==> src/rtl/regfile_pkg.sv <==
// rtl/regfile_pkg.sv - shared widths and write-request type for the register file write arbiter
package regfile_pkg;

    localparam int REG_W    = 5;
    localparam int DATA_W   = 32;
    localparam int NUM_REGS = 32;

    typedef struct packed {
        logic [REG_W-1:0]  dst;
        logic [DATA_W-1:0] data;
    } wr_req_t;

endpackage

==> src/rtl/sync_fifo.sv <==
// rtl/sync_fifo.sv - single-clock FIFO with full/empty flags and same-cycle push/pop
module sync_fifo #(
    parameter int DEPTH = 2,
    parameter int WIDTH = 8
) (
    input  logic             clk,
    input  logic             rst,
    input  logic             push,
    input  logic [WIDTH-1:0] push_data,
    input  logic             pop,
    output logic [WIDTH-1:0] pop_data,
    output logic             full,
    output logic             empty
);

    localparam int AW = $clog2(DEPTH);
    localparam logic [AW:0] PTR_ONE = (AW+1)'(1);

    // Pointers carry one wrap bit so full and empty are distinguishable.
    logic [AW:0]      wr_ptr_q, wr_ptr_d;
    logic [AW:0]      rd_ptr_q, rd_ptr_d;
    logic [WIDTH-1:0] mem_q [DEPTH];
    logic [WIDTH-1:0] mem_d [DEPTH];
    logic             do_push;
    logic             do_pop;

    assign empty    = (wr_ptr_q == rd_ptr_q);
    assign full     = (wr_ptr_q[AW] != rd_ptr_q[AW]) && (wr_ptr_q[AW-1:0] == rd_ptr_q[AW-1:0]);
    assign pop_data = mem_q[rd_ptr_q[AW-1:0]];

    always_comb begin
        do_pop   = pop && !empty;
        do_push  = push && (!full || do_pop);
        wr_ptr_d = wr_ptr_q;
        rd_ptr_d = rd_ptr_q;
        mem_d    = mem_q;
        if (do_push) begin
            mem_d[wr_ptr_q[AW-1:0]] = push_data;
            wr_ptr_d                = wr_ptr_q + PTR_ONE;
        end
        if (do_pop) begin
            rd_ptr_d = rd_ptr_q + PTR_ONE;
        end
    end

    always_ff @(posedge clk) begin
        if (!rst) begin
            wr_ptr_q <= '0;
            rd_ptr_q <= '0;
        end else begin
            wr_ptr_q <= wr_ptr_d;
            rd_ptr_q <= rd_ptr_d;
        end
    end

    always_ff @(posedge clk) begin
        mem_q <= mem_d;
    end

endmodule

==> src/rtl/regfile_write_arbiter.sv <==
// rtl/regfile_write_arbiter.sv - shares the register file write port between WB and the long-latency unit
module regfile_write_arbiter
    import regfile_pkg::*;
#(
    parameter int FIFO_DEPTH = 2,
    parameter int MAX_WAIT   = 4
) (
    input  logic              clk,
    input  logic              rst,
    input  logic              wb_we,
    input  logic [REG_W-1:0]  wb_reg,
    input  logic [DATA_W-1:0] wb_data,
    input  logic              lu_issue,
    input  logic [REG_W-1:0]  lu_issue_reg,
    input  logic              lu_valid,
    input  logic [REG_W-1:0]  lu_reg,
    input  logic [DATA_W-1:0] lu_data,
    output logic              lu_ready,
    input  logic [REG_W-1:0]  rs,
    input  logic [REG_W-1:0]  rt,
    output logic              hazard,
    output logic              stall_pipe,
    output logic              rf_we,
    output logic [REG_W-1:0]  rf_waddr,
    output logic [DATA_W-1:0] rf_wdata,
    output logic [NUM_REGS-1:0] pending
);

    localparam int             CW       = $clog2(MAX_WAIT + 1);
    localparam logic [CW-1:0]  WAIT_MAX = CW'(MAX_WAIT);
    localparam logic [CW-1:0]  CNT_ONE  = CW'(1);

    wr_req_t             lu_req;
    wr_req_t             head;
    wr_req_t             rf_req_q, rf_req_d;
    logic                rf_we_q, rf_we_d;
    logic [CW-1:0]       wait_cnt_q, wait_cnt_d;
    logic [NUM_REGS-1:0] pending_q, pending_d;
    logic                fifo_full;
    logic                fifo_empty;
    logic                fifo_pop;
    logic                lu_push;
    logic                wb_grant;

    assign lu_ready = rst && !fifo_full;
    assign lu_push  = lu_valid && lu_ready;
    assign lu_req   = '{dst: lu_reg, data: lu_data};

    sync_fifo #(
        .DEPTH (FIFO_DEPTH),
        .WIDTH ($bits(wr_req_t))
    ) u_lu_fifo (
        .clk       (clk),
        .rst       (rst),
        .push      (lu_push),
        .push_data (lu_req),
        .pop       (fifo_pop),
        .pop_data  (head),
        .full      (fifo_full),
        .empty     (fifo_empty)
    );

    always_comb begin
        wb_grant   = wb_we && (wb_reg != '0);
        fifo_pop   = !wb_grant && !fifo_empty;
        rf_we_d    = wb_grant || (fifo_pop && (head.dst != '0));
        rf_req_d   = rf_req_q;
        wait_cnt_d = wait_cnt_q;
        pending_d  = pending_q;

        if (wb_grant) begin
            rf_req_d = '{dst: wb_reg, data: wb_data};
        end else if (fifo_pop) begin
            rf_req_d = head;
        end

        if (fifo_empty || fifo_pop) begin
            wait_cnt_d = '0;
        end else if (wait_cnt_q != WAIT_MAX) begin
            wait_cnt_d = wait_cnt_q + CNT_ONE;
        end

        // Clear before set so a same-cycle issue to the popped register stays pending.
        if (fifo_pop && (head.dst != '0)) begin
            pending_d[head.dst] = 1'b0;
        end
        if (lu_issue && (lu_issue_reg != '0)) begin
            pending_d[lu_issue_reg] = 1'b1;
        end
        pending_d[0] = 1'b0;
    end

    always_ff @(posedge clk) begin
        if (!rst) begin
            rf_we_q    <= 1'b0;
            rf_req_q   <= '0;
            wait_cnt_q <= '0;
            pending_q  <= '0;
        end else begin
            rf_we_q    <= rf_we_d;
            rf_req_q   <= rf_req_d;
            wait_cnt_q <= wait_cnt_d;
            pending_q  <= pending_d;
        end
    end

    assign rf_we      = rf_we_q;
    assign rf_waddr   = rf_req_q.dst;
    assign rf_wdata   = rf_req_q.data;
    assign pending    = pending_q;
    assign stall_pipe = (wait_cnt_q == WAIT_MAX);
    assign hazard     = ((rs != '0) && pending_q[rs]) || ((rt != '0) && pending_q[rt]);

endmodule

==> config.mk <==
export PLATFORM = sky130hd
export DESIGN_NAME = regfile_write_arbiter
export DESIGN_NICKNAME = d
export VERILOG_FILES = /design/src/rtl/regfile_pkg.sv /design/src/rtl/sync_fifo.sv /design/src/rtl/regfile_write_arbiter.sv
export SDC_FILE = /design/constraint.sdc
export NUM_CORES = 1
export LEC_CHECK = 0
export BUFFER_PORTS_ARGS = -buffer_cell sky130_fd_sc_hd__buf_4
export CORE_ASPECT_RATIO = 0.9
export CORE_MARGIN = 3
export CORE_UTILIZATION = 48
export DETAILED_ROUTE_END_ITERATION = 6
export PLACE_DENSITY = 0.76
export SETUP_SLACK_MARGIN = 0.3
export SYNTH_ARGS = -nofsm -noshare
export SYNTH_HDL_FRONTEND = slang
export SYNTH_SLANG_ARGS = --single-unit
==> constraint.sdc <==
create_clock -name clk -period 3.2 [get_ports clk]
set_input_delay 0.48 -clock clk [delete_from_list [all_inputs] [get_ports clk]]
set_output_delay 0.48 -clock clk [all_outputs]
set_load 0.03 [all_outputs]
==> results.py <==
metrics = {
    "sta": {
        "drv_slew": 0,
        "timing.fmax_mhz": 400,
        "worstMarginPinSlew_ns": 1.18,
        "skew_ns": 0.00715,
        "post-route-period-util": 0.782,
        "rsz0062_at_grt": "no",
        "fin_crit_ns": 2.50,
        "hold_viol": 0,
        "relSlewSlack": 0.213,
        "setup_viol": 0,
        "setup_tns_ns": 0,
    },
    "yosys": {
        "syn_nets": 667,
        "synth_mux_area_frac": 0.113,
        "syn_area_mm2": 0.00659,
        "ys_ff_latch": 150,
        "synth_fa_ha_area_frac": 0.00380,
        "synth_cell_types": 48,
        "synth_enable_flop_cells": 74,
        "ys_seq_area_frac": 0.568,
        "async_reset_ff_frac": 0,
        "synthXorXnorAreaFrac": 0.0106,
        "synth_top_family_by_area": "compound AO/OA/AOI/OAI gates",
        "yosys.area_share.simple": 0.104,
        "syn_avg_cell_area_um2": 11.5,
        "yosys_warnings": 0,
        "synth_cells": 571,
        "synth_flop_cell": "dfxtp_1",
        "synth_compound_area_frac": 0.168,
    },
    "clocking": {
        "cts_setup_buffers": 0,
        "clk_pin_slew_ns": 0.06,
        "clock_latency_ns": 0.42,
        "postCtsResizedCells": 0,
        "cts.sinks": 150,
        "ctsHoldBuffers": 0,
        "numCtsBuffers": 17,
        "clockRootBuffer": "clkbuf_16",
        "cts_max_path_buffers": 2,
        "cts_tree": "done",
        "cts.htree.levels": 4,
    },
    "critical_path": {
        "arrival_ns": 2.02,
        "cp-startpoint": "pending[19]",
        "start_kind": "register",
        "required_ns": 2.72,
        "reg2reg_slack_ns": 0.81,
        "critical_path.max_fanout": 4,
        "crit_path_end_kind": "output port",
        "worstSetupPathType": "register to output port",
        "r2r_start": "u_lu_fifo.rd_ptr_q[0]",
    },
    "route": {
        "vias": 5216,
        "ant_nets": 0,
        "drc": 0,
        "wl_um": 17000,
        "avgRoutedWirePerCell_um": 18.9,
        "drtIter0Drc": 299,
        "dr.pass1.iters": 4,
        "viasPerCell": 5.79,
    },
    "global_routing": {
        "grt_max_degree": 81,
        "grtUsageTotal": 0.230,
        "grt_pass1_wl_um": 27100,
        "grt-ovfl-total": 0,
        "grt_pass1_vias": 5446,
        "antenna_found_initial": 0,
    },
    "pwr": {
        "switchingPower_uw": 1520,
        "p_total_uw": 5250,
        "p_leak_uw": 0.00322,
        "sequentialPowerShare": 0.423,
        "clkPwrFrac": 0.368,
        "switching_share": 0.289,
        "p_per_area_mw_per_mm2": 617,
        "combinationalPowerShare": 0.209,
        "max-vdd-ir-drop_uv": 411,
        "p_int_uw": 3730,
    },
    "worst_hold_path": {
        "min_from": "lu_data[18]",
        "hold_path_class": "input port to register",
    },
    "cells_and_area": {
        "regArea_mm2": 0.00374,
        "syn_to_final_growth_pct": 29.4,
        "multi_input_area_mm2": 0.00265,
        "num_antenna_cells": 0,
        "drive_gt1_frac": 0.309,
        "n_fill_cell": 977,
        "finalNetCount": 820,
    },
    "floorplan": {
        "rows": 39,
        "initial_core_util": 0.505,
        "dieArea_mm2": 0.0152,
        "pin_count": 167,
        "core_region_area_mm2": 0.0130,
        "dieHeight_um": 117,
        "die_x_um": 129,
    },
    "placement": {
        "hpwl_um": 12000,
        "port-buffer-count": 165,
        "gp_congestion": 0.847,
    },
    "status": {
        "status": "finished clean",
    },
    "run": {
        "drv_cap": 0,
    },
}
[cell families after synthesis]
family,Yosys count
compound gates,150
fa+ha+maj,2
mux,61
other cells,1
simple gates,148
flops,150
buf+inv,51
xor+xnor,8
[layout make-up]
| class | count | area share |
|---|---|---|
| multi-input combinational | 370 | 0.311 |
| clock buffer | 20 | 0.0524 |
| sequential | 150 | 0.439 |
| inverter | 11 | 0.00485 |
| timing repair buffer | 174 | 0.153 |
| tap | 164 | 0.0241 |
| clock inverter | 12 | 0.0151 |
[cell usage after synthesis, types with 9 or more instances]
| cell type | number | share of area |
|---|---|---|
| nand2_1 | 92 | 0.052 |
| edfxtp_1 | 74 | 0.34 |
| mux4_2 | 10 | 0.034 |
| nand3_1 | 9 | 0.0068 |
| o211ai_1 | 37 | 0.042 |
| a21boi_0 | 39 | 0.044 |
| o311ai_0 | 29 | 0.039 |
| clkbuf_1 | 27 | 0.015 |
| dfxtp_1 | 76 | 0.23 |
| inv_1 | 11 | 0.0063 |
| mux2i_1 | 44 | 0.067 |
| nor2_1 | 11 | 0.0063 |
| o21ai_0 | 27 | 0.021 |
[critical path, stage by stage, from the launching register on]
cell,delay [ns]
dfxtp_1,0.35
mux4_2,0.47
mux2i_1,0.18
nor3b_1,0.07
a211oi_1,0.21
nand4_1,0.12
buf_4,0.20
[sequential cells by signal, summed over array words and instances (netlist names)]
name	cells
u_lu_fifo.mem_q	74
rf_wdata	32
pending	31
rf_waddr	5
wait_cnt_q	3
u_lu_fifo.rd_ptr_q	2
u_lu_fifo.wr_ptr_q	2
rf_we	1
[path summary, 6_finish.rpt]
kind                          to  cells past startpoint
max                       hazard                      6
max reg2reg          pending[18]                      6
min          u_lu_fifo.mem_q[18]                      1
min reg2reg        wait_cnt_q[1]                      2
[layer usage]
| metal | share of wire | global-route usage | vias up |
|---|---|---|---|
| li1 | - | - | 2470 |
| met1 | 0.42 | 0.284 | 2515 |
| met2 | 0.49 | 0.377 | 202 |
| met3 | 0.069 | 0.0672 | 29 |
| met4 | 0.024 | 0.107 | 0 |
| met5 | 0 | 0 | - |
[through the flow]
step	cell area (um^2)	cells	hold WS, ns	setup WS, ns	utilization
2_1_floorplan	6590	571	0.449	0.388	-
3_3_place_gp	7950	869	0.459	0.744	0.610
3_5_place_dp	7950	869	0.480	0.676	0.610
4_1_cts	8520	901	0.230	0.651	0.654
5_1_grt	8520	901	0.232	0.574	0.654
6_report	8520	901	0.242	0.697	0.654
[layout by cell type (no fill, tap or decap), types with 4 or more instances in the layout]
master and n:
a21boi_0 39, a21oi_1 4, a32o_1 4, buf_4 174, clkbuf_16 17, dfxtp_1 75
edfxtp_1 74, inv_1 11, mux2_2 7, mux2i_1 44, mux4_2 10, nand2_1 91
nand3_1 9, nand4b_1 5, nor2_1 10, nor2b_1 4, o211ai_1 37, o21ai_0 27
o311ai_0 29, or3_1 4, xnor2_1 7
[power by group through the flow]
stage                     combinational [uW]  clock [uW]  sequential, uW
after global placement                  1080           0            2260
after detailed placement                1100           0            2260
after floorplan                          586           0            2380
after global routing                    1200        2040            2240
after CTS                               1100        1940            2220
final                                   1100        1930            2220
Power figures use the tool's default switching activity.
